`src/rtl/gray_rom_arbiter.sv`:
```
// gray_rom_arbiter: round-robin arbiter sharing one registered gray-code ROM
// between NUM_REQ requesters. A tag pipeline of RD_LAT+1 stages tracks each
// read so that the returned data goes back to the requester that issued it.
// Optional macro GRAY_ARB_CHECK_EN: each tag also carries the address, and
// every response is checked against addr ^ (addr >> 1). A mismatch sets the
// sticky o_err flag.
module gray_rom_arbiter #(
  parameter int NUM_REQ = 4,
  parameter int RD_LAT  = 2
) (
  input  logic                 i_clk,
  input  logic                 i_rst_n,
  input  logic                 i_en,
  input  logic [NUM_REQ-1:0]   i_req,
  input  logic [8*NUM_REQ-1:0] i_addr,
  output logic [NUM_REQ-1:0]   o_gnt,
  output logic                 o_rom_en,
  output logic [7:0]           o_rom_addr,
  input  logic [7:0]           i_rom_data,
  output logic [NUM_REQ-1:0]   o_rvld,
  output logic [7:0]           o_rdata,
  output logic                 o_busy,
  output logic                 o_err
);

  localparam int PW  = (NUM_REQ > 1) ? $clog2(NUM_REQ) : 1;
  localparam int NST = RD_LAT + 1;

  logic [PW-1:0]      ptr_q, ptr_d;
  logic [NUM_REQ-1:0] gnt_d;
  logic [PW-1:0]      win_d;
  logic [7:0]         waddr_d;
  logic               any_gnt_d;

  logic               rom_en_q;
  logic [7:0]         rom_addr_q;

  logic [NST-1:0]     vld_q;
  logic [PW-1:0]      id_q [NST];
`ifdef GRAY_ARB_CHECK_EN
  logic [7:0]         tag_addr_q [NST];
  logic               err_q, err_d;
`endif

  logic [NUM_REQ-1:0] rvld_q, rvld_d;
  logic [7:0]         rdata_q;

  // Round-robin search starting at the pointer; the first set request wins.
  always_comb begin
    int unsigned idx;
    gnt_d     = '0;
    win_d     = '0;
    waddr_d   = '0;
    any_gnt_d = 1'b0;
    idx       = 0;
    if (i_en) begin
      for (int unsigned i = 0; i < NUM_REQ; i++) begin
        idx = (int'(ptr_q) + i) % NUM_REQ;
        if (!any_gnt_d && i_req[idx]) begin
          any_gnt_d  = 1'b1;
          gnt_d[idx] = 1'b1;
          win_d      = PW'(idx);
          waddr_d    = i_addr[8*idx +: 8];
        end
      end
    end
  end

  // Next pointer is one past the winner, wrapping; it holds without a grant.
  always_comb begin
    ptr_d = ptr_q;
    if (any_gnt_d) begin
      ptr_d = (int'(win_d) == NUM_REQ - 1) ? '0 : win_d + PW'(1);
    end
  end

  // Decode the final tag stage into a one-hot response strobe.
  always_comb begin
    rvld_d = '0;
    for (int unsigned k = 0; k < NUM_REQ; k++) begin
      rvld_d[k] = vld_q[NST-1] && (int'(id_q[NST-1]) == k);
    end
  end

`ifdef GRAY_ARB_CHECK_EN
  // The error flag is sticky and is only evaluated while a response is returning.
  always_comb begin
    err_d = err_q;
    if (vld_q[NST-1] &&
        (i_rom_data != (tag_addr_q[NST-1] ^ (tag_addr_q[NST-1] >> 1)))) begin
      err_d = 1'b1;
    end
  end
`endif

  // Issue stage: pointer, ROM enable and ROM address.
  always_ff @(posedge i_clk or negedge i_rst_n) begin
    if (!i_rst_n) begin
      ptr_q      <= '0;
      rom_en_q   <= 1'b0;
      rom_addr_q <= '0;
    end else begin
      ptr_q    <= ptr_d;
      rom_en_q <= any_gnt_d;
      if (any_gnt_d) begin
        rom_addr_q <= waddr_d;
      end
    end
  end

  // Tag pipeline: the tags advance every cycle and mirror the ROM read latency.
  always_ff @(posedge i_clk or negedge i_rst_n) begin
    if (!i_rst_n) begin
      vld_q <= '0;
      for (int unsigned s = 0; s < NST; s++) begin
        id_q[s] <= '0;
`ifdef GRAY_ARB_CHECK_EN
        tag_addr_q[s] <= '0;
`endif
      end
    end else begin
      vld_q[0] <= any_gnt_d;
      id_q[0]  <= win_d;
`ifdef GRAY_ARB_CHECK_EN
      tag_addr_q[0] <= waddr_d;
`endif
      for (int unsigned s = 1; s < NST; s++) begin
        vld_q[s] <= vld_q[s-1];
        id_q[s]  <= id_q[s-1];
`ifdef GRAY_ARB_CHECK_EN
        tag_addr_q[s] <= tag_addr_q[s-1];
`endif
      end
    end
  end

  // Response register: the data is captured only when the final tag is valid.
  always_ff @(posedge i_clk or negedge i_rst_n) begin
    if (!i_rst_n) begin
      rvld_q  <= '0;
      rdata_q <= '0;
`ifdef GRAY_ARB_CHECK_EN
      err_q   <= 1'b0;
`endif
    end else begin
      rvld_q <= rvld_d;
      if (vld_q[NST-1]) begin
        rdata_q <= i_rom_data;
      end
`ifdef GRAY_ARB_CHECK_EN
      err_q <= err_d;
`endif
    end
  end

  assign o_gnt      = gnt_d;
  assign o_rom_en   = rom_en_q;
  assign o_rom_addr = rom_addr_q;
  assign o_rvld     = rvld_q;
  assign o_rdata    = rdata_q;
  assign o_busy     = |vld_q;
`ifdef GRAY_ARB_CHECK_EN
  assign o_err      = err_q;
`else
  assign o_err      = 1'b0;
`endif

endmodule

```
`config.mk`:
```
export PLATFORM = sky130hd
export DESIGN_NAME = gray_rom_arbiter
export DESIGN_NICKNAME = d
export VERILOG_FILES = /design/src/rtl/gray_rom_arbiter.sv
export SDC_FILE = /design/constraint.sdc
export NUM_CORES = 1
export LEC_CHECK = 0
export CAP_MARGIN = 15
export CORE_ASPECT_RATIO = 1.75
export CORE_MARGIN = 10
export CORE_UTILIZATION = 47
export CTS_CLUSTER_DIAMETER = 200
export DETAILED_ROUTE_END_ITERATION = 10
export PLACE_DENSITY = 0.84
export SKIP_LAST_GASP = 1
export SYNTH_ARGS = -nofsm -noshare
export SYNTH_HDL_FRONTEND = slang
export SYNTH_SLANG_ARGS = --single-unit
```
`constraint.sdc`:
```
create_clock -name i_clk -period 4.2 [get_ports i_clk]
set_input_delay 1.05 -clock i_clk [delete_from_list [all_inputs] [get_ports i_clk]]
set_output_delay 1.05 -clock i_clk [all_outputs]
set_load 0.05 [all_outputs]
```
==> impl_results.md <==
* Syn_nets at 268
* Sum Neg Setup Slack at 0 ns
* Setup Slack @ Placement at 0.03704 ns
* Syn Inst Count at 215
* Setup WS post-layout at 0.05660 ns
* Total power at between 0.002 and 0.003 W
* Worst-Skew Late Latency at 0.28 ns
* Core box area at 5255 um^2
* Initial drt markers at 77
* Ys Warns at 0
* Final Cycle Share at 98.65%
* Outcome: completed
* Core Util, Final at 67.02%
* Remaining Overflow, GRT at 0
* H-tree Lvls at 2
* HP Start: id_q[5]$_DFF_PN0_
* Worst reg2reg path startpoint: ptr_q[0]$_DFFE_PN0P_
* Post-route insts no fill at 340
* Netlist cell types at 35
* Max-cap violation count at 0
* Int Power at 0.001625 W
* Final hold viol count at 0
* Maximum fanout along the worst path at 14
* CP startpoint: i_req[3]
* Critical path launch point type: primary input
* I/O pin count at 74
* Max frequency at 241.3 MHz
* Root Driver: clkbuf_8
* Critical Path RT at 3.15 ns
* Vias in the first global route at 2258
* Crit path kind: primary input to primary output
* Gpl congestion at 0.8925
* Site Rows at 35
* GRT Overall Usage at 14.97%
* Initial Utilization at 48.24%
* Antenna Cells at 0
* Flop pwr share at 16.8%
* Switching share of power at between 40 and 50%
* CTS tree: done
* Setup Buffers After CTS at 0
* Minimum clock period at 4.143 ns
* CTS buffer count at 5
* Unrepaired setup endpoints after global routing: false
* Crit end category: primary output
* Cts hold-fix bufs at 0
* Leak at ~1.4 nW
* Final Setup Violations at 0
* Skew final at 0.004878 ns
* Drt wl/cell at 18.81 um
* Dpl cells at 332
* Maximum VDD drop at approximately 0.34 mV
* Power per cell area at 845.1 nW/um^2
* Post-DP HPWL at slightly above 5000 um
* Rel. slew slack at around 52%
* Layout Nets at 337
* Initial antenna violation count at 0
* Sequential share of the synthesized area at 30.60%
* Drt drc at 0
* Worst min path class: flop to flop
* DIE AREA at 8847 um^2
* Largest net degree at the start of global routing at 40
* Pre-Repair DR Iteration Count at 4
* Routed WL at roughly 6400 um
* Remaining antenna violation count at 0
* Post-Syn Area at 2535 um^2
* DR vias at 2159
* Cts repair resizes at 0
* Comb pwr share at between 70% and 80%
* Fin. max-slew vios at 0
* Syn Area/Cell at 11.79 um^2
* Buffers added on ports at 72
* Area growth from synthesis to layout at 38.94%
* P_sw at 0.001352 W
* Worst-case clock buffer depth at 2
* First-pass GRT wire length at 10410 um
* Worst-margin pin slew at between 0.7 and 0.8 ns
* Vias/cell at roughly 6.4
* Clock network power share at 10.0%
* # clock sinks at 31
* Flops & latches, synth at 31
* Worst-path clk slew at 0.06 ns
* Share of cells above drive strength 1 at 27.72%
* Die Wd at 75.52 um
* Critical Path AT at 3.09 ns
* Die height at approximately 120 um
-- flip-flops by register name (all words and copies together) (netlist names) --
register / count
ptr_q: 2
id_q: 6
vld_q: 3
o_rom_addr: 8
o_rvld: 4
o_rdata: 8
-- cell usage after synthesis (all sizes together) --
| cell | count | area [um^2] |
|---|---|---|
| or2 | 2 | 15.02 |
| o32a | 1 | 10.01 |
| a21oi | 14 | 70.07 |
| mux4 | 36 | 810.8 |
| a211o | 8 | 70.07 |
| o21a | 1 | 7.510 |
| mux2i | 2 | 20.02 |
| o221a | 1 | 11.26 |
| a221o | 4 | 40.04 |
| nor3 | 2 | 10.01 |
| inv | 3 | 11.26 |
| buf | 15 | 78.82 |
| o211a | 1 | 10.01 |
| o21ai | 6 | 30.03 |
| conb | 1 | 3.750 |
| and3 | 1 | 6.260 |
| nor2b | 3 | 18.77 |
| nand2 | 14 | 52.55 |
| o32ai | 1 | 8.760 |
| nor2 | 22 | 82.58 |
| a211oi | 9 | 67.56 |
| clkbuf | 6 | 22.52 |
| a21boi | 1 | 7.510 |
| nor4b | 1 | 23.77 |
| nand2b | 3 | 18.77 |
| mux2 | 10 | 112.6 |
| ha | 6 | 75.07 |
| nor3b | 1 | 7.510 |
| dfrtp | 31 | 775.7 |
| a31oi | 8 | 50.05 |
| or3 | 1 | 6.260 |
-- power by group through the flow --
stage	Combinational [W]	Clock, W	Sequential [W]
finish	0.00218	0.000296	0.000499
CTS	0.00218	0.000302	0.000501
floorplan	0.00137	0	0.000735
detailed placement	0.00217	0	0.000507
global placement	0.00214	0	0.000499
global route	0.00233	0.000314	0.000517
-- placed cells by master, fill, tap and decap left out, types with 2 or more instances in the layout --
master           Yosys  routed
dlymetal6s2s_1       0       3
dfrtp_1             31      30
a211oi_1             9       9
clkdlybuf4s50_1      0      65
inv_1                3       3
mux2_2              10      10
nor2_1              22      21
mux2i_1              2       2
nor2b_1              3       2
nor3_1               2       2
a21oi_1             14      10
buf_12               0       4
o21ai_0              6       3
buf_4                1      11
a31oi_1              8       8
a221o_1              4       4
nand2_1             14      14
nand2b_1             3       3
clkbuf_8             0       6
ha_1                 6       6
a21oi_4              0       4
mux4_2              36      36
o21ai_1              0       3
a211o_1              8       8
-- area by class of cell --
type,instances,area (um^2)
fill,389,1733
multi-input combinational,160,1697
timing repair buffer,83,850.8
sequential,31,777.0
clock buffer,6,82.58
tap,55,68.82
clock inverter,2,35.03
inverter,3,11.26
-- logic make-up after synthesis --
group | Yosys count | synth area share, %
AOI/OAI and AO/OA | 55 | 15.10
adders and majority gates | 6 | 2.961
buffers and inverters | 24 | 4.442
DFF | 31 | 30.60
muxes | 48 | 37.22
other | 1 | 0.1479
and+or+nand+nor | 50 | 9.527
-- worst paths after layout --
check                      cells after the start                         to  slack (ns)
max                                            7                   o_gnt[0]        0.06
max in group asynchronous                      2     o_rdata[6]$_DFFE_PN0P_        2.32
min in group asynchronous                      1          id_q[2]$_DFF_PN0_        1.20
max reg2reg                                    8  o_rom_addr[0]$_DFFE_PN0P_        1.46
min reg2reg                                    0          id_q[3]$_DFF_PN0_        0.35
min                                            0          id_q[3]$_DFF_PN0_        0.35
-- metrics by stage --
step	hold slack [ns]	cell area [um^2]
floorplan	0.3312	2581
global route	0.3544	3522
global placement	0.3356	3392
finish	0.3532	3522
CTS	0.3501	3510
detailed placement	0.3378	3392
-- worst max-delay path, cell delays in order --
cell and delay, ns:
clkdlybuf4s50_1 0.50, mux4_2 0.55, buf_4 0.22, a221o_1 0.36
o21ai_0 0.15, a21oi_4 0.11, buf_12 0.17
-- layer usage --
metal  share of wire (%)  GRT usage, %
met1                  36         15.25
met2                  53         27.46
met3                 8.0         2.785
met4                 2.9         7.846
met5                   0             0
Note: power is estimated with default switching activity, not from simulation.
